## src/rtl/ysyx_22040237_multi_cyc_ctrl_pkg.sv

```systemverilog
// Shared types and constants for the multi-cycle sequencer: state encoding,
// halt codes, the NOP instruction and the default reset PC.
package ysyx_22040237_multi_cyc_ctrl_pkg;

   typedef enum logic [2:0] {
      IF_REQ,
      IF_WAIT,
      EX,
      MEM_REQ,
      MEM_WAIT,
      WB,
      HALT
   } state_t;

   localparam logic [1:0] HALT_NONE    = 2'd0;
   localparam logic [1:0] HALT_EBREAK  = 2'd1;
   localparam logic [1:0] HALT_INVALID = 2'd2;
   localparam logic [1:0] HALT_BUS_ERR = 2'd3;

   localparam logic [31:0] INST_NOP         = 32'h0000_0013;
   localparam logic [63:0] DEFAULT_RESET_PC = 64'h8000_0000;

endpackage

```

## src/rtl/ysyx_22040237_perf_cnt.sv

```systemverilog
// Free-running cycle and retired-instruction counters, both wrapping at 2^64.
module ysyx_22040237_perf_cnt (
   input  logic        clk,
   input  logic        rst,
   input  logic        i_cyc_en,
   input  logic        i_inst_en,
   output logic [63:0] o_cyc_cnt,
   output logic [63:0] o_inst_cnt
);

   logic [63:0] r_cyc_cnt;
   logic [63:0] r_inst_cnt;

   always_ff @(posedge clk or posedge rst) begin
      if (rst) begin
         r_cyc_cnt  <= '0;
         r_inst_cnt <= '0;
      end else begin
         if (i_cyc_en)  r_cyc_cnt  <= r_cyc_cnt + 64'd1;
         if (i_inst_en) r_inst_cnt <= r_inst_cnt + 64'd1;
      end
   end

   assign o_cyc_cnt  = r_cyc_cnt;
   assign o_inst_cnt = r_inst_cnt;

endmodule

```

## src/rtl/ysyx_22040237_multi_cyc_ctrl.sv

```systemverilog
// Multi-cycle fetch/execute/memory/write-back sequencer for the RV64 core.
// Define YSYX_22040237_PERF_CNT_EN to add the cyc_cnt/inst_cnt counters.
module ysyx_22040237_multi_cyc_ctrl
   import ysyx_22040237_multi_cyc_ctrl_pkg::*;
#(
   parameter int unsigned XLEN     = 64,
   parameter logic [63:0] RESET_PC = DEFAULT_RESET_PC
) (
   input  logic            clk,
   input  logic            rst,
   output logic            imem_req_valid,
   input  logic            imem_req_ready,
   output logic [XLEN-1:0] imem_addr,
   input  logic            imem_rsp_valid,
   input  logic [31:0]     imem_rsp_inst,
   input  logic            imem_rsp_err,
   output logic [31:0]     inst_o,
   input  logic            dec_ebreak,
   input  logic            dec_invalid,
   input  logic            dec_is_load,
   input  logic            dec_is_store,
   input  logic            jump_flag,
   input  logic [XLEN-1:0] pc_jump_addr,
   output logic            dmem_req_valid,
   input  logic            dmem_req_ready,
   input  logic            dmem_rsp_valid,
   input  logic            rd_w_en_i,
   output logic            rd_w_en_o,
   output logic [XLEN-1:0] pc,
   output logic            retire,
   output logic            halted,
   output logic [1:0]      halt_code
`ifdef YSYX_22040237_PERF_CNT_EN
   ,
   output logic [63:0]     cyc_cnt,
   output logic [63:0]     inst_cnt
`endif
);

   state_t          r_state, w_state_nxt;
   logic [XLEN-1:0] r_pc, w_pc_nxt;
   logic [31:0]     r_inst, w_inst_nxt;
   logic [1:0]      r_halt_code, w_halt_code_nxt;
   logic            r_run;
   logic            w_ebreak_retire;
   logic            w_jump_misaligned;
   logic [XLEN-1:0] w_pc_seq;
   logic [XLEN-1:0] w_pc_tgt;

   assign w_pc_seq          = r_pc + XLEN'(4);
   assign w_pc_tgt          = pc_jump_addr & ~XLEN'(1);
   assign w_jump_misaligned = jump_flag & pc_jump_addr[1];

   // r_run keeps the fetch request low in the first cycle out of reset
   always_ff @(posedge clk or posedge rst) begin
      if (rst) begin
         r_state     <= IF_REQ;
         r_pc        <= RESET_PC[XLEN-1:0];
         r_inst      <= INST_NOP;
         r_halt_code <= HALT_NONE;
         r_run       <= 1'b0;
      end else begin
         r_state     <= w_state_nxt;
         r_pc        <= w_pc_nxt;
         r_inst      <= w_inst_nxt;
         r_halt_code <= w_halt_code_nxt;
         r_run       <= 1'b1;
      end
   end

   always_comb begin
      w_state_nxt     = r_state;
      w_pc_nxt        = r_pc;
      w_inst_nxt      = r_inst;
      w_halt_code_nxt = r_halt_code;
      w_ebreak_retire = 1'b0;
      case (r_state)
         IF_REQ: begin
            if (r_run && imem_req_ready) w_state_nxt = IF_WAIT;
         end
         IF_WAIT: begin
            if (imem_rsp_valid) begin
               if (imem_rsp_err) begin
                  w_state_nxt     = HALT;
                  w_halt_code_nxt = HALT_BUS_ERR;
               end else begin
                  w_inst_nxt  = imem_rsp_inst;
                  w_state_nxt = EX;
               end
            end
         end
         EX: begin
            if (dec_invalid || w_jump_misaligned) begin
               w_state_nxt     = HALT;
               w_halt_code_nxt = HALT_INVALID;
            end else if (dec_ebreak) begin
               w_ebreak_retire = 1'b1;
               w_state_nxt     = HALT;
               w_halt_code_nxt = HALT_EBREAK;
            end else if (dec_is_load || dec_is_store) begin
               w_state_nxt = MEM_REQ;
            end else begin
               w_state_nxt = WB;
            end
         end
         MEM_REQ: begin
            if (dmem_req_ready) w_state_nxt = MEM_WAIT;
         end
         MEM_WAIT: begin
            if (dmem_rsp_valid) w_state_nxt = WB;
         end
         WB: begin
            w_pc_nxt    = jump_flag ? w_pc_tgt : w_pc_seq;
            w_state_nxt = IF_REQ;
         end
         HALT: ;
         default: w_state_nxt = IF_REQ;
      endcase
   end

   assign imem_req_valid = (r_state == IF_REQ) && r_run;
   assign imem_addr      = r_pc;
   assign dmem_req_valid = (r_state == MEM_REQ);
   assign inst_o         = r_inst;
   assign rd_w_en_o      = (r_state == WB) && rd_w_en_i;
   assign retire         = (r_state == WB) || w_ebreak_retire;
   assign pc             = r_pc;
   assign halted         = (r_state == HALT);
   assign halt_code      = r_halt_code;

`ifdef YSYX_22040237_PERF_CNT_EN
   ysyx_22040237_perf_cnt u_perf_cnt (
      .clk        (clk),
      .rst        (rst),
      .i_cyc_en   (r_state != HALT),
      .i_inst_en  (retire),
      .o_cyc_cnt  (cyc_cnt),
      .o_inst_cnt (inst_cnt)
   );
`endif

endmodule
```

## config.mk

```make
export PLATFORM = sky130hd
export DESIGN_NAME = ysyx_22040237_multi_cyc_ctrl
export DESIGN_NICKNAME = d
export VERILOG_FILES = /design/src/rtl/ysyx_22040237_multi_cyc_ctrl_pkg.sv /design/src/rtl/ysyx_22040237_perf_cnt.sv /design/src/rtl/ysyx_22040237_multi_cyc_ctrl.sv
export SDC_FILE = /design/constraint.sdc
export NUM_CORES = 1
export LEC_CHECK = 0
export CAP_MARGIN = 20
export CELL_PAD_IN_SITES_DETAIL_PLACEMENT = 1
export CELL_PAD_IN_SITES_GLOBAL_PLACEMENT = 1
export CORE_ASPECT_RATIO = 1.2
export CORE_MARGIN = 5
export CORE_UTILIZATION = 47
export DETAILED_ROUTE_END_ITERATION = 6
export DONT_BUFFER_PORTS = 1
export PLACE_DENSITY = 0.78
export SYNTH_ARGS = -nofsm -noshare
export SYNTH_HDL_FRONTEND = slang
export SYNTH_SLANG_ARGS = --single-unit
```

## constraint.sdc

```tcl
create_clock -name clk -period 4.75 [get_ports clk]
set_input_delay 1.425 -clock clk [delete_from_list [all_inputs] [get_ports clk]]
set_output_delay 1.425 -clock clk [all_outputs]
set_load 0.01 [all_outputs]
```

After elaboration in Yosys (flattened, before gate mapping)
Cells that the tools add are included.

word-level totals
  register bits after elaboration = 102
  output and inout bits = 167
  word-level logic and storage cells = 50

cells by class
  add/subtract/negate cells = 1
  eq/ne operators = 12
  multiplexer cells = 18
  bitwise operators = 3
  reduce and logical (&&, ||, !) cells = 11

operator list
  cell                   number
  $add 64x3->64 const B  1
  $mux 64                1
  $mux 3                 8
  $pmux 3 s6             1
  $eq 3x3->1 const B     3
  $mux 2                 4
  $ne 2x2->1 const B     4
  $eq 3x2->1 const B     2
  $reduce_and 5->1       1
  $pmux 2 s2             1
  $reduce_and 4->1       1
  $eq 3x1->1 const B     1
  $logic_and 1x1->1      3
  $logic_not 3->1        1
  $logic_or 1x1->1       3
  $mux 1                 3
  $ne 3x3->1 const B     1
  $reduce_and 3->1       1
  $ne 2x1->1 const B     1
  $not 1->1              2
  $reduce_bool 2->1      1
  $and 1x1->1            1

Longest topological paths before layout
  depth after elaboration = 5
  depth in mapped cells = 7

Least setup slack after synthesis
No wires, ideal clock.

  path type = input to output
  start = input pc_jump_addr[1]
  end = output retire
  arrival = 1.876 ns
  data required time = 3.325 ns
  slack = 1.449 ns
  cell stages on the path = 3
  path buffers = 0
  path through = a21oi_1 -> nand3_1 -> nand2_1

on the way
  longest elaborated chain between the ends = 5

ends and longest elaborated chain
  what                line                                 text
  start: declaration  ysyx_22040237_multi_cyc_ctrl.sv:23   input logic [XLEN-1:0] pc_jump_addr,
  $and 1x1->1         ysyx_22040237_multi_cyc_ctrl.sv:52   assign w_jump_misaligned = jump_flag & pc_jump_addr[1];
  $logic_or 1x1->1    ysyx_22040237_multi_cyc_ctrl.sv:93   if (dec_invalid || w_jump_misaligned) begin
  $mux 1              ysyx_22040237_multi_cyc_ctrl.sv:93
  $mux 1              ysyx_22040237_multi_cyc_ctrl.sv:77   case (r_state)
  $logic_or 1x1->1    ysyx_22040237_multi_cyc_ctrl.sv:126  assign retire = (r_state == WB) || w_ebreak_retire;
  end: declaration    ysyx_22040237_multi_cyc_ctrl.sv:30   output logic retire,

No other way between the ends.

Worst setup path in the final report
Same ends and word-level chain as after synthesis.

==> reports/metrics.csv <==
metric;value;unit
powerDensity;663;mW/mm2
io_pins;276;
fin_skew;0.0121;ns
cts_setup_buffers;0;
worstPathArrival;2.01;ns
ys_seq_area_frac;0.388;
syn_area_per_cell;8.95;um2
slew_viol_final;0;
tightest_slew;0.981;ns
cp_cell_sequence;a21oi_1 -> nand3_1 -> nand2_1;
cp_slowest_cell;a21oi_1;
drtPass1Iterations;4;
ys.flop_type;dfrtp_1;
grt_pass1_vias;6021;
synthArstFlopShare;1.00;
dieArea;0.0164;mm2
antenna_found_initial;1;
critPathLaunchType;input pin;
synth_cell_types;61;
slowest_delay;0.29;ns
start_util;0.477;
min_from;inst_o[14]$_DFFE_PP0P_;
worst_slack;1.32;ns
clk_latency;0.34;ns
cts_hold_buf;0;
syn_inst;730;
ys_ff_latch;101;
crit_buf_inv;0;
r2r_start;imem_addr[17]$_DFFE_PP0N_;
dp_hpwl;15100;um
min_period;3.43;ns
ant_nets;0;
r2r_slack;1.78;ns
r2r_end;imem_addr[46]$_DFFE_PP0N_;
cts_tree;done;
placementRows;47;
coreArea;0.0137;mm2
min_path_cells;1;
synth-edff-count;0;
ys_warn_count;0;
io_buffers;0;
grt.overflow.total;0;
fmax;291;MHz
syn_area;0.00653;mm2
crit_type;in -> out;
cts_buffers;9;
nets;750;
place_congestion;0.848;
drv_cap;0;
clk_path_buf_depth;2;
max_slew_margin;0.343;
fin_setup_tns;0;ns
clock_sinks;101;
cts-root-buf;clkbuf_16;
cp_max_fo;4;
die_w;118;um
fp.dieH;139;um
wl_per_cell;26.0;um
drc;0;
crit_family;simple AND/OR/NAND/NOR gates;
hold_violations;0;
num_vias;5568;
p_leak;2.57;nW
grt_pass1_wl;34100;um
grt_max_degree;88;
pre_cts_ws;1.33;ns
cts-resized-gates;0;
holdCritPathClass;reg -> reg;
avgViaCountPerCell;6.82;
min_period_over_period;0.723;
diodes;0;
hold_end;inst_o[14]$_DFFE_PP0P_;
rsz0062_at_grt;false;
setup_viol;0;
syn_to_final_growth;-0.402;%
clk_pin_slew;0.06;ns
ff2ff_path_depth;5;
cp-end-kind;primary output;
wl;21200;um
drt_iter0_drc;426;
cts_max_level;3;
worstPathRequired;3.32;ns
status;completed;
final_layout_size_suffix_gt1_frac;0.127;
ir_worst_vdd;0.317;mV
grt_use_total;0.253;
## synth_stat cells, drive strengths merged, types with 2 or more instances
cell | instances | area, um2
a311oi | 10 | 87.6
o21a | 3 | 22.5
o211ai | 11 | 82.6
nand3b | 6 | 45.0
nand2 | 51 | 191
inv | 15 | 56.3
o22ai | 11 | 68.8
dfstp | 4 | 105
dfrtp | 97 | 2430
or4 | 4 | 30.0
and2 | 4 | 25.0
nor2 | 46 | 173
nand2b | 3 | 18.8
nand4 | 27 | 220
nand3 | 49 | 245
nor2b | 3 | 18.8
a2bb2oi | 5 | 43.8
conb | 2 | 7.51
buf | 81 | 569
a22oi | 4 | 30.0
and3 | 28 | 175
a21o | 3 | 22.5
a31oi | 7 | 43.8
o41ai | 4 | 35.0
o21ai | 22 | 110
mux2i | 9 | 90.1
nor4 | 14 | 154
a41o | 6 | 60.1
clkbuf | 31 | 116
o32ai | 2 | 17.5
mux2 | 35 | 394
or3 | 8 | 50.1
and4 | 9 | 78.8
o22a | 2 | 17.5
o31a | 3 | 26.3
o311ai | 6 | 52.6
nor3 | 33 | 176
a41oi | 2 | 17.5
a21oi | 51 | 255
nor4b | 3 | 26.3
a31o | 5 | 43.8
## worst max path at each step
stage | cells past startpoint | endpoint | slack [ns] | from
final | 3 | retire | 1.32 | pc_jump_addr[1]
after global routing | 3 | retire | 1.28 | pc_jump_addr[1]
after floorplan | 1 | halt_code[0]$_DFFE_PP0P_ | 0.68 | rst
after global placement | 3 | retire | 1.34 | pc_jump_addr[1]
after CTS | 3 | retire | 1.33 | pc_jump_addr[1]
after detailed placement | 3 | retire | 1.33 | pc_jump_addr[1]
## registers in the layout, summed over array words and instances, names as in the netlist
name       count
r_state        3
r_run          1
inst_o        32
halt_code      2
imem_addr     63
## kinds of logic after synthesis
logic type | share of synthesized area
DFF | 0.388
buffers and inverters | 0.114
AOI/OAI and AO/OA | 0.171
muxes | 0.0741
and+or+nand+nor | 0.251
other | 0.00115
adders and majority gates | 0.00192
## through the flow
step / total power, mW / util / cell area, um2 / hold WS, ns / cells
after global routing: 4.62 / 0.475 / 6510 / 0.612 / 816
after CTS: 4.35 / 0.475 / 6510 / 0.594 / 816
final: 4.32 / 0.475 / 6510 / 0.591 / 816
after detailed placement: 3.44 / 0.448 / 6140 / 0.572 / 800
after global placement: 3.35 / 0.448 / 6140 / 0.557 / 800
after floorplan: 3.27 / - / 6540 / 0.530 / 731
## worst reg2reg max path, cell delays in order (launching register included)
cell and delay [ns]:
dfrtp_1 0.66, nand4_2 0.33, nor4_4 0.79, and4_1 0.68
a311oi_1 0.17, a311oi_1 0.24
## layer usage
layer / track usage / vias up / routed length (um)
met5: 0 / - / 13
met4: 0.0906 / 2 / 563
met3: 0.0840 / 38 / 1790
met2: 0.433 / 267 / 10800
met1: 0.296 / 2776 / 7990
li1: - / 2485 / -
## cells in the final DEF, fill, tap and decap left out, types with 11 or more instances in the layout
cell | Yosys | routed
and3_1 | 28 | 28
nor3_1 | 32 | 32
dfrtp_1 | 97 | 97
nor2_1 | 46 | 46
mux2_2 | 35 | 35
a21oi_1 | 51 | 51
inv_1 | 15 | 13
o22ai_1 | 11 | 11
nand4_1 | 23 | 23
nand2_1 | 51 | 51
o211ai_1 | 11 | 11
nand3_1 | 49 | 49
o21ai_0 | 22 | 22
## layout make-up
cell class              count  area [um2]
clock buffers              10         229
repair buffers             10        75.1
flip-flops and latches    101        2530
well taps                 171         214
fillers                  1532        7200
multi-input cells         503        3260
inverters                  15        58.8
clock inverters             6         134
## power breakdown
| group | internal, mW | leakage [nW] | switching, mW |
|---|---|---|---|
| Clock | 0.570 | 0.177 | 0.328 |
| Sequential | 1.25 | 1.15 | 0.986 |
| Combinational | 0.491 | 1.25 | 0.692 |
Power figures use the tool's default switching activity.
